===== config.mk =====
export PLATFORM = sky130hd
export DESIGN_NAME = pipeline_foreground_fetch
export DESIGN_NICKNAME = d
export VERILOG_FILES = /design/src/rtl/pipeline_foreground_fetch.sv
export SDC_FILE = /design/constraint.sdc
export NUM_CORES = 1
export LEC_CHECK = 0
export BUFFER_PORTS_ARGS = -buffer_cell sky130_fd_sc_hd__buf_2
export CAP_MARGIN = 10
export CORE_MARGIN = 4
export CORE_UTILIZATION = 55
export DETAILED_ROUTE_END_ITERATION = 7
export GPL_ROUTABILITY_DRIVEN = 1
export PLACE_DENSITY = 0.81
export SLEW_MARGIN = 25
export SYNTH_ARGS = -nofsm -noshare
export SYNTH_HDL_FRONTEND = slang
export SYNTH_SLANG_ARGS = --single-unit

===== constraint.sdc =====
create_clock -name clk -period 9.16 [get_ports clk]
set_input_delay 0.916 -clock clk [delete_from_list [all_inputs] [get_ports clk]]
set_output_delay 0.916 -clock clk [all_outputs]
set_load 0.005 [all_outputs]

===== src/rtl/pipeline_foreground_fetch.sv =====
// Fixed-latency foreground pixel fetch: one request slot per clock, one SRAM read per
// fetchable slot, response exactly FOREGROUND_FETCH_CYCLE_DELAY edges after the request.
module pipeline_foreground_fetch #(
  parameter int R_WIDTH                      = 5,
  parameter int G_WIDTH                      = 6,
  parameter int B_WIDTH                      = 5,
  parameter int PIXEL_SIZE                   = R_WIDTH + G_WIDTH + B_WIDTH,
  parameter int PRECISION                    = 11,
  parameter int RESOLUTION_X                 = 800,
  parameter int RESOLUTION_Y                 = 600,
  parameter int ADDR_WIDTH                   = 19,
  parameter int FG_BASE_ADDR                 = 0,
  parameter int SRAM_READ_LATENCY            = 3,
  parameter int FOREGROUND_FETCH_CYCLE_DELAY = 6
) (
  input  logic                        clk,
  input  logic                        rst,
  input  logic                        req_valid,
  input  logic signed [PRECISION:0]   req_x,
  input  logic signed [PRECISION:0]   req_y,
  input  logic                        req_active,
  output logic                        sram_read_en,
  output logic [ADDR_WIDTH-1:0]       sram_addr,
  input  logic                        sram_grant,
  input  logic [PIXEL_SIZE-1:0]       sram_data,
  input  logic                        sram_data_valid,
  output logic [PIXEL_SIZE-1:0]       fg_pixel_out,
  output logic                        fg_pixel_skip,
  output logic                        fg_pixel_ready,
  output logic [15:0]                 miss_count,
  output logic                        error_sticky
);

  localparam int D  = FOREGROUND_FETCH_CYCLE_DELAY;
  localparam int L  = SRAM_READ_LATENCY;
  localparam int DL = D - L - 1;

  localparam logic signed [PRECISION:0] RES_X_S = (PRECISION+1)'(RESOLUTION_X);
  localparam logic signed [PRECISION:0] RES_Y_S = (PRECISION+1)'(RESOLUTION_Y);
  localparam logic [ADDR_WIDTH-1:0]     BASE_A  = ADDR_WIDTH'(FG_BASE_ADDR);
  localparam logic [ADDR_WIDTH-1:0]     RES_X_A = ADDR_WIDTH'(RESOLUTION_X);

  // Slot tags: bit k describes the request sampled k edges ago.
  logic [D-1:0] tag_valid;
  logic [D-1:0] tag_fetch;
  logic [D-1:1] tag_granted;

  // Captured read data only needs to exist from the capture edge onward.
  logic [PIXEL_SIZE-1:0] data_line [DL];
  logic [DL-1:0]         data_ok;

  logic                  fetchable;
  logic [ADDR_WIDTH-1:0] addr_calc;
  logic                  capture_hit;
  logic                  resp_ok;
  logic                  miss;

  always_comb begin
    fetchable = req_active
              && !req_x[PRECISION] && (req_x < RES_X_S)
              && !req_y[PRECISION] && (req_y < RES_Y_S);
    addr_calc = BASE_A
              + ADDR_WIDTH'(req_y[PRECISION-1:0]) * RES_X_A
              + ADDR_WIDTH'(req_x[PRECISION-1:0]);
  end

  assign capture_hit = tag_granted[L] & sram_data_valid;
  assign resp_ok     = tag_granted[D-1] & data_ok[DL-1];
  assign miss        = tag_fetch[D-1] & ~resp_ok;

  always_ff @(posedge clk or posedge rst) begin
    if (rst) begin
      tag_valid    <= '0;
      tag_fetch    <= '0;
      tag_granted  <= '0;
      sram_read_en <= 1'b0;
      sram_addr    <= '0;
    end else begin
      tag_valid    <= {tag_valid[D-2:0], req_valid};
      tag_fetch    <= {tag_fetch[D-2:0], req_valid & fetchable};
      tag_granted  <= {tag_granted[D-2:1], tag_fetch[0] & sram_grant};
      sram_read_en <= req_valid & fetchable;
      if (req_valid && fetchable) begin
        sram_addr <= addr_calc;
      end
    end
  end

  always_ff @(posedge clk or posedge rst) begin
    if (rst) begin
      for (int k = 0; k < DL; k++) begin
        data_line[k] <= '0;
      end
      data_ok <= '0;
    end else begin
      data_line[0] <= capture_hit ? sram_data : '0;
      data_ok[0]   <= capture_hit;
      for (int k = 1; k < DL; k++) begin
        data_line[k] <= data_line[k-1];
        data_ok[k]   <= data_ok[k-1];
      end
    end
  end

  // Response stage; data arriving with no granted read due only flags an error.
  always_ff @(posedge clk or posedge rst) begin
    if (rst) begin
      fg_pixel_ready <= 1'b0;
      fg_pixel_skip  <= 1'b0;
      fg_pixel_out   <= '0;
      miss_count     <= '0;
      error_sticky   <= 1'b0;
    end else begin
      fg_pixel_ready <= tag_valid[D-1];
      fg_pixel_skip  <= tag_valid[D-1] & ~resp_ok;
      fg_pixel_out   <= resp_ok ? data_line[DL-1] : '0;
      if (miss && miss_count != 16'hFFFF) begin
        miss_count <= miss_count + 16'd1;
      end
      if (miss || (sram_data_valid && !tag_granted[L])) begin
        error_sticky <= 1'b1;
      end
    end
  end

endmodule


==> results of run 1 <==
[Yosys cell counts (7+ instances only)]
cell type	n	share of area
a21oi_1	10	0.010
and3_1	35	0.045
dfrtp_1	105	0.53
fa_1	7	0.029
ha_1	41	0.10
inv_1	41	0.031
mux2_2	15	0.034
nand2_1	12	0.0092
nor2_1	14	0.011
xnor2_1	22	0.039
xor2_1	14	0.025
[layout make-up]
class | count | area [µm²] | area share
multi-input cells | 242 | 2090 | 0.364
well taps | 108 | 135 | 0.0235
clock buffers | 9 | 124 | 0.0216
clock inverters | 7 | 83.8 | 0.0146
flip-flops and latches | 105 | 2630 | 0.458
inverters | 42 | 160 | 0.0279
repair buffers | 102 | 519 | 0.0904
[through the flow]
stage	area, µm²	setup WS (ns)
after floorplan	4910	5.28
after global placement	5530	5.06
after detailed placement	5540	4.95
after CTS	5740	5.34
after global routing	5740	5.20
final	5740	5.30
[kinds of logic (layout without fill, tap and decap cells)]
group / after synthesis / in the layout
AOI/OAI and AO/OA: 42 / 42
xor gates and xnor gates: 36 / 36
adders and majority gates: 48 / 48
buffers and inverters: 49 / 160
DFF: 105 / 105
muxes: 17 / 17
and+or+nand+nor: 99 / 99
[layer usage]
metal	wire [µm]	track usage
met1	3750	0.232
met2	4480	0.312
met3	413	0.0264
met4	155	0.0747
met5	0	0
[worst max-delay path, stage by stage]
cell and delay, ns:
buf_2 0.14, inv_1 0.05, ha_1 0.27, inv_1 0.04, ha_1 0.27, inv_1 0.06, fa_1 0.51, inv_1 0.04
ha_1 0.36, nand4_1 0.24, a2111o_1 0.52, o311ai_4 0.09, nand4_1 0.15, xnor2_1 0.16, mux2_2 0.26
[sequential cells by signal, indices dropped and copies added, names as in the netlist]
| name | count |
|---|---|
| miss_count | 16 |
| tag_valid | 6 |
| tag_fetch | 6 |
| fg_pixel_skip | 1 |
| error_sticky | 1 |
| data_line | 32 |
| fg_pixel_ready | 1 |
| sram_addr | 19 |
| data_ok | 2 |
| tag_granted | 5 |
| fg_pixel_out | 16 |
[placed cells by master (no fill, tap or decap), types with 2 or more instances in the layout]
master,instances
dfrtp_1,105
buf_2,100
ha_1,41
inv_1,40
and3_1,35
xnor2_1,22
mux2_2,15
xor2_1,14
nor2_1,14
nand2_1,12
a21oi_1,10
clkbuf_8,9
fa_1,7
nand4_1,6
nor3_1,6
o21ai_0,4
nand3_1,4
a21oi_2,4
a21o_1,4
nor2b_1,3
o21a_1,3
and2_1,3
inv_6,3
nor3b_1,2
nand2b_1,2
o21bai_1,2
and2b_2,2
and4_1,2
[how the worst max path moves through the flow]
stage / slack (ns) / endpoint / cells after the start
detailed placement: 4.95 / sram_addr[17] / 15
floorplan: 5.28 / sram_addr[17] / 14
global route: 5.20 / sram_addr[17] / 15
CTS: 5.34 / sram_addr[17] / 15
global placement: 5.06 / sram_addr[17] / 14
finish: 5.30 / sram_addr[17] / 15
[power breakdown]
part	total [mW]	switching (mW)	internal, mW	leakage, nW
Sequential	0.501	0.0128	0.488	1.42
Combinational	0.305	0.164	0.141	1.69
Clock	0.290	0.159	0.132	0.103
Total	1.10	0.336	0.760	3.22
==> flow_metrics.env, run 1 <==
export IMPL_dp_hpwl_um=6800
export IMPL_final_setup_viol_count=0
export IMPL_synth_compound_area_frac=0.0705
export IMPL_grt_pass1_vias=3263
export IMPL_drv_slew=0
export IMPL_post_cts_resized=0
export IMPL_ys_seq_area_frac=0.535
export IMPL_die_h_um=103
export IMPL_fin_crit_sh=0.421
export IMPL_muxShareOfSynthArea=0.0392
export IMPL_worst_hold_path_num_cells=0
export IMPL_worstHoldPathType="flop to flop"
export IMPL_powerDensity_nw_per_um2=191
export IMPL_fin_total_pwr_mw=1.10
export IMPL_synthCells=396
export IMPL_drive_gt1_frac=0.300
export IMPL_drt_first_pass_iters=5
export IMPL_yosys_area_share_xor_xnor=0.0642
export IMPL_clk_pin_slew_ns=0.10
export IMPL_synth_cell_types=54
export IMPL_dp_cells=599
export IMPL_cts_root_buf="clkbuf_8"
export IMPL_synth_top_family_by_area="adder cells"
export IMPL_peakVddDrop_uv=65.5
export IMPL_rr_startpoint="miss_count[5]"
export IMPL_grt_ovfl_total=0
export IMPL_timing_fmax_mhz=259
export IMPL_r2r_cells=7
export IMPL_dr_first_iter_drc_count=124
export IMPL_grt_pass1_wl_um=15000
export IMPL_hold_buffers=0
export IMPL_die_w_um=103
export IMPL_syn_nets=490
export IMPL_ys_seq_elements=105
export IMPL_tns_ns=0
export IMPL_relSlewSlack=0.486
export IMPL_worst_pin_slew_ns=0.771
export IMPL_r2r_end="miss_count[13]"
export IMPL_syn_avg_cell_area_um2=12.4
export IMPL_period_needed_ns=3.86
export IMPL_routedWlPerCell_um=14.3
export IMPL_antennaDiodeCount=0
export IMPL_yosys_warnings=0
export IMPL_vias=3224
export IMPL_cp_required_ns=9.40
export IMPL_syn2layout_area_growth_pct=16.9
export IMPL_post_route_drc_count=0
export IMPL_gp_congestion=0.836
export IMPL_syn_area_um2=4910
export IMPL_status="completed"
export IMPL_synth_simple_gate_area_frac=0.119
export IMPL_cts_tree="built"
export IMPL_final_nets=596
export IMPL_synth_edf_count=0
export IMPL_final_util=0.659
export IMPL_num_io_pins=101
export IMPL_start_util=0.563
export IMPL_antenna_found_initial=0
export IMPL_grt_usage=0.182
export IMPL_reg2reg_slack_ns=7.20
export IMPL_min_to="tag_valid[2]"
export IMPL_htreeDepth=3
export IMPL_p_leak_nw=3.22
export IMPL_crit_fanout=5
export IMPL_clock_sinks=105
export IMPL_final_antenna_net_count=0
export IMPL_min_delay_start="tag_valid[1]"
export IMPL_postCtsSetupBuffers=0
export IMPL_hold_viol=0
export IMPL_skew_ns=0.0110
export IMPL_row_count=34
export IMPL_synthAdderAreaFrac=0.133
export IMPL_via_per_inst=5.24
export IMPL_port_buffers=100
export IMPL_n_fill_cell=662
export IMPL_clk_latency_ns=0.36
export IMPL_worstSetupPathType="input pin to flop"
export IMPL_cap_violations=0
export IMPL_cp_end_kind="flop"
export IMPL_core_um2=8720
export IMPL_critPathArrivalTime_ns=4.10
export IMPL_async_flop_share=1.00
export IMPL_cp_start_kind="input pin"
export IMPL_critPathLaunch="req_y[5]"
export IMPL_die_area_um2=10500
export IMPL_cts_buffers=9
export IMPL_instances_no_fill=615
export IMPL_grt_max_degree=94
export IMPL_whs_ns=0.352
export IMPL_clock_path_buffers=2
export IMPL_finalWirelength_um=8800
export IMPL_ys_flop_type="dfrtp_1"
export IMPL_grt_setup_unrepaired="no"
Power figures use the tool's default switching activity.
==> run 2, diff against run 1 <==
CORE_UTILIZATION = 49   (was 55)
PLACE_DENSITY = 0.76   (was 0.81)
clock period = 3.2 ns   (was 9.16 ns; I/O delays follow)
==> flow_metrics.env, run 2 (synthesized netlist as in run 1, its figures left out) <==
export IMPL_status="completed"
export IMPL_grt_pass1_wl_um=16100
export IMPL_post_route_drc_count=0
export IMPL_intPower_mw=2.33
export IMPL_fin_total_pwr_mw=3.31
export IMPL_crit_fanout=4
export IMPL_final_setup_viol_count=0
export IMPL_largest_register_ffs=32
export IMPL_core_um2=9770
export IMPL_timing_fmax_mhz=329
export IMPL_vias=3392
export IMPL_clock_sinks=105
export IMPL_syn2layout_area_growth_pct=23.6
export IMPL_switching_share=0.297
export IMPL_worstHoldPathType="input pin to async pin"
export IMPL_clk_latency_ns=0.36
export IMPL_pre_cts_ws_ns=-0.203
export IMPL_antennaDiodeCount=0
export IMPL_grt_pass1_vias=3493
export IMPL_place_area_um2=5860
export IMPL_cts_buffers=9
export IMPL_skew_ns=0.0152
export IMPL_routedWlPerCell_um=14.0
export IMPL_top_regs="data_line (32), sram_addr (19)"
export IMPL_final_antenna_net_count=0
export IMPL_regMostFlops="data_line"
export IMPL_grt_max_degree=69
export IMPL_drive_gt1_frac=0.350
export IMPL_finalWirelength_um=9460
export IMPL_postCtsSetupBuffers=0
export IMPL_grt_usage=0.177
export IMPL_p_comb_frac=0.315
export IMPL_clock_path_buffers=2
export IMPL_die_area_um2=11700
export IMPL_start_util=0.503
export IMPL_clk_pin_slew_ns=0.09
export IMPL_critPathArrivalTime_ns=3.28
export IMPL_layout_commonest_cell="dfrtp_1"
export IMPL_grt_ovfl_total=0
export IMPL_worstSetupPathType="input pin to flop"
export IMPL_die_h_um=108
export IMPL_num_io_pins=101
export IMPL_p_leak_nw=3.40
export IMPL_antenna_found_initial=0
export IMPL_hold_buffers=0
export IMPL_powerDensity_nw_per_um2=545
export IMPL_switchingPower_mw=0.985
export IMPL_cp_start_kind="input pin"
export IMPL_dp_hpwl_um=7500
export IMPL_drt_first_pass_iters=5
export IMPL_port_buffers=100
export IMPL_final_util=0.621
export IMPL_final_cell_mix="dfrtp_1 (105), buf_2 (100), inv_1 (40), ha_1 (39), buf_4 (38)"
export IMPL_htreeDepth=3
export IMPL_grt_setup_unrepaired="no"
export IMPL_dr_first_iter_drc_count=150
export IMPL_post_cts_resized=0
export IMPL_period_needed_ns=3.04
export IMPL_cap_violations=0
export IMPL_cts_root_buf="clkbuf_8"
export IMPL_fin_crit_sh=0.950
export IMPL_die_w_um=108
export IMPL_relSlewSlack=0.475
export IMPL_cp_required_ns=3.44
export IMPL_cp_end_kind="flop"
export IMPL_final_nets=632
export IMPL_row_count=36
export IMPL_worst_pin_slew_ns=0.788
export IMPL_via_per_inst=5.02
export IMPL_fin_area_um2=6070
export IMPL_drv_slew=0
export IMPL_peakVddDrop_uv=204
export IMPL_gp_congestion=0.837
export IMPL_setup_ws_ns=0.162
export IMPL_seq_power_share=0.433
export IMPL_hold_viol=0
export IMPL_clockPowerShare=0.252
export IMPL_cts_tree="built"
==> run 2: layout make-up <==
type	instances	area [µm²]
Timing Repair Buffer	138	786
Clock inverter	6	72.6
Inverter	42	160
Clock buffer	10	138
Sequential cell	105	2630
Multi-Input combinational cell	242	2120
Tap cell	133	166
Fill cell	791	3700
==> run 2: critical path: stages <==
cell	delay (ns)
buf_2	0.12
ha_1	0.30
ha_1	0.29
inv_1	0.05
fa_1	0.49
inv_1	0.04
ha_1	0.34
a2111oi_0	0.51
a21oi_1	0.15
xor2_1	0.23
nand4_1	0.16
xnor2_1	0.17
a21oi_1	0.08
==> run 2: metrics by stage <==
step,setup TNS [ns],hold slack (ns),instances
floorplan,0,0.331,396
global placement,-0.645,0.332,660
detailed placement,-0.897,0.335,660
CTS,0,0.0792,676
global route,0,0.0723,676
finish,0,0.0965,676
==> run 2: worst paths after layout <==
kind                                from        endpoint  slack (ns)  cells after the start
setup / recovery                req_y[5]   sram_addr[18]        0.16                     13
hold / removal                       rst  tag_granted[3]         0.1                      2
setup reg to reg           miss_count[5]  miss_count[15]        1.23                      7
hold reg to reg            data_line[29]   data_line[13]        0.33                      0
max in group asynchronous            rst   data_line[27]        2.34                      3
min in group clk               req_valid    tag_valid[0]        0.10                      1
==> run 2: power groups by stage <==
stage / registers, mW / logic (mW) / clock network [mW]
2_1_floorplan: 1.46 / 0.645 / 0
3_5_place_dp: 1.46 / 1.05 / 0
6_report: 1.43 / 1.04 / 0.833
5_1_grt: 1.44 / 1.17 / 0.917
3_3_place_gp: 1.46 / 1.02 / 0
4_1_cts: 1.44 / 1.06 / 0.861
==> run 2: per-layer routing <==
layer,global-route usage,vias up,wire [µm]
met5,0,-,0
met4,0.0775,0,212
met3,0.0287,19,514
met2,0.321,84,4980
li1,-,1640,-
met1,0.207,1649,3760
==> run 3, diff against run 2 <==
RECOVER_POWER = 50   (was default)
==> flow_metrics.env, run 3 (synthesized netlist as in run 1, its figures left out) <==
export IMPL_final_setup_viol_count=0
export IMPL_hold_buffers=0
export IMPL_grtUsageMet3=0.0287
export IMPL_grt_usage=0.177
export IMPL_syn2layout_area_growth_pct=23.5
export IMPL_postCtsSetupBuffers=0
export IMPL_clk_latency_ns=0.36
export IMPL_grt_setup_unrepaired="no"
export IMPL_fin_area_um2=6070
export IMPL_fin_crit_sh=0.950
export IMPL_pre_cts_ws_ns=-0.203
export IMPL_drt_first_pass_iters=5
export IMPL_dr_first_iter_drc_count=150
export IMPL_dp_hpwl_um=7500
export IMPL_drv_slew=69
export IMPL_use_met1=0.207
export IMPL_grtUsageMet2=0.321
export IMPL_regMostFlops="data_line"
export IMPL_tns_ns=0
export IMPL_relSlewSlack=-0.596
export IMPL_rr_startpoint="miss_count[5]"
export IMPL_routedWlPerCell_um=14.0
export IMPL_worstHoldPathType="input pin to flop"
export IMPL_critPathLaunch="req_y[5]"
export IMPL_grt_max_degree=69
export IMPL_peakVddDrop_uv=204
export IMPL_antennaDiodeCount=0
export IMPL_via_per_inst=5.02
export IMPL_top_regs="data_line (32), sram_addr (19)"
export IMPL_crit_path_frequent_cell="ha_1"
export IMPL_critPathArrivalTime_ns=3.28
export IMPL_setup_ws_ns=0.161
export IMPL_clk_pin_slew_ns=0.09
export IMPL_cp_slowest_cell="a2111oi_0"
export IMPL_clock_path_buffers=2
export IMPL_post_route_drc_count=0
export IMPL_r2r_cells=7
export IMPL_die_h_um=108
export IMPL_port_buffers=100
export IMPL_fin_total_pwr_mw=3.31
export IMPL_skew_ns=0.0152
export IMPL_htreeDepth=3
export IMPL_hold_viol=0
export IMPL_clock_sinks=105
export IMPL_grt_ovfl_total=0
export IMPL_cp_start_kind="input pin"
export IMPL_grt_pass1_wl_um=16100
export IMPL_worst_pin_slew_ns=2.39
export IMPL_post_cts_resized=0
export IMPL_largest_register_ffs=32
export IMPL_row_count=36
export IMPL_die_area_um2=11700
export IMPL_final_antenna_net_count=0
export IMPL_layout_commonest_cell="dfrtp_1"
export IMPL_final_cell_mix="dfrtp_1 (105), buf_2 (99), inv_1 (41), ha_1 (39), buf_4 (38)"
export IMPL_core_um2=9770
export IMPL_worstSetupPathType="input pin to flop"
export IMPL_num_io_pins=101
export IMPL_antenna_found_initial=0
export IMPL_vias=3392
export IMPL_n_fill_cell=791
export IMPL_final_nets=632
export IMPL_cp_required_ns=3.44
export IMPL_worstPathCellList="buf_2 > ha_1 > ha_1 > inv_1 > fa_1 > inv_1 > ha_1 > a2111oi_0 > a21oi_1 > xor2_1 > nand4_1 > xnor2_1 > a21oi_1"
export IMPL_top_usage_layer="met2"
export IMPL_max_stage_delay_ns=0.51
export IMPL_cts_tree="built"
export IMPL_cap_violations=1
export IMPL_drive_gt1_frac=0.346
export IMPL_place_area_um2=5860
export IMPL_crit_fanout=4
export IMPL_cp_end_kind="flop"
export IMPL_grt_pass1_vias=3493
export IMPL_cts_root_buf="clkbuf_8"
export IMPL_r2r_end="miss_count[15]"
export IMPL_timing_fmax_mhz=329
export IMPL_whs_ns=0.115
export IMPL_status="finished, violations left"
export IMPL_endpoint="sram_addr[18]"
export IMPL_period_needed_ns=3.04
export IMPL_finalWirelength_um=9460
export IMPL_p_leak_nw=3.39
export IMPL_violations="max-capacitance violations, max-slew violations"
export IMPL_die_w_um=108
export IMPL_powerDensity_nw_per_um2=546
export IMPL_gp_congestion=0.837
export IMPL_start_util=0.503
export IMPL_reg2reg_slack_ns=1.23
export IMPL_cts_buffers=9
-- run 3: cell count changes in the layout (fill, tap and decap cells not counted) --
cell | previous run | this run
inv_4 | 1 | 0
buf_2 | 100 | 99
clkbuf_1 | 0 | 1
inv_1 | 40 | 41
-- run 3: how the worst min path moves through the flow --
stage | startpoint | slack (ns) | end | depth (start not counted)
6_report | req_valid | 0.12 | tag_valid[0] | 1
5_1_grt | req_valid | 0.09 | tag_valid[0] | 1
4_1_cts | req_valid | 0.08 | tag_valid[0] | 1
3_5_place_dp | data_line[29] | 0.33 | data_line[13] | 0
2_1_floorplan | data_line[16] | 0.33 | data_line[0] | 0
3_3_place_gp | tag_valid[1] | 0.33 | tag_valid[2] | 0
-- run 3: cell type report --
type                    count  area [µm²]  area share
repair buffers            138         785       0.129
multi-input cells         242        2120       0.350
flip-flops and latches    105        2630       0.433
inverters                  42         158      0.0260
clock inverters             6        72.6      0.0120
well taps                 133         166      0.0274
clock buffers              10         138      0.0227
-- run 3: per-stage QoR --
| stage | cells | utilization |
|---|---|---|
| CTS | 676 | 0.621 |
| detailed placement | 660 | 0.600 |
| global placement | 660 | 0.600 |
| finish | 676 | 0.621 |
| floorplan | 396 | - |
| global route | 676 | 0.621 |
-- run 3: per-layer routing --
| layer | vias up | share of wire |
|---|---|---|
| met5 | - | 0 |
| met4 | 0 | 0.022 |
| met3 | 19 | 0.054 |
| met2 | 84 | 0.53 |
| met1 | 1649 | 0.40 |
| li1 | 1640 | - |
-- run 3: critical path: cells and delay by family --
kind | cells | cell delay, ns
simple gates | 1 | 0.16
buf+inv | 3 | 0.21
compound gates | 3 | 0.74
fa+ha+maj | 4 | 1.42
xor+xnor | 2 | 0.40
-- run 3: report_power, final --
| group | internal, mW | switching, mW | leakage [nW] |
|---|---|---|---|
| logic | 0.537 | 0.506 | 1.87 |
| clock network | 0.393 | 0.440 | 0.104 |
| registers | 1.40 | 0.0379 | 1.42 |
| total | 2.33 | 0.984 | 3.39 |
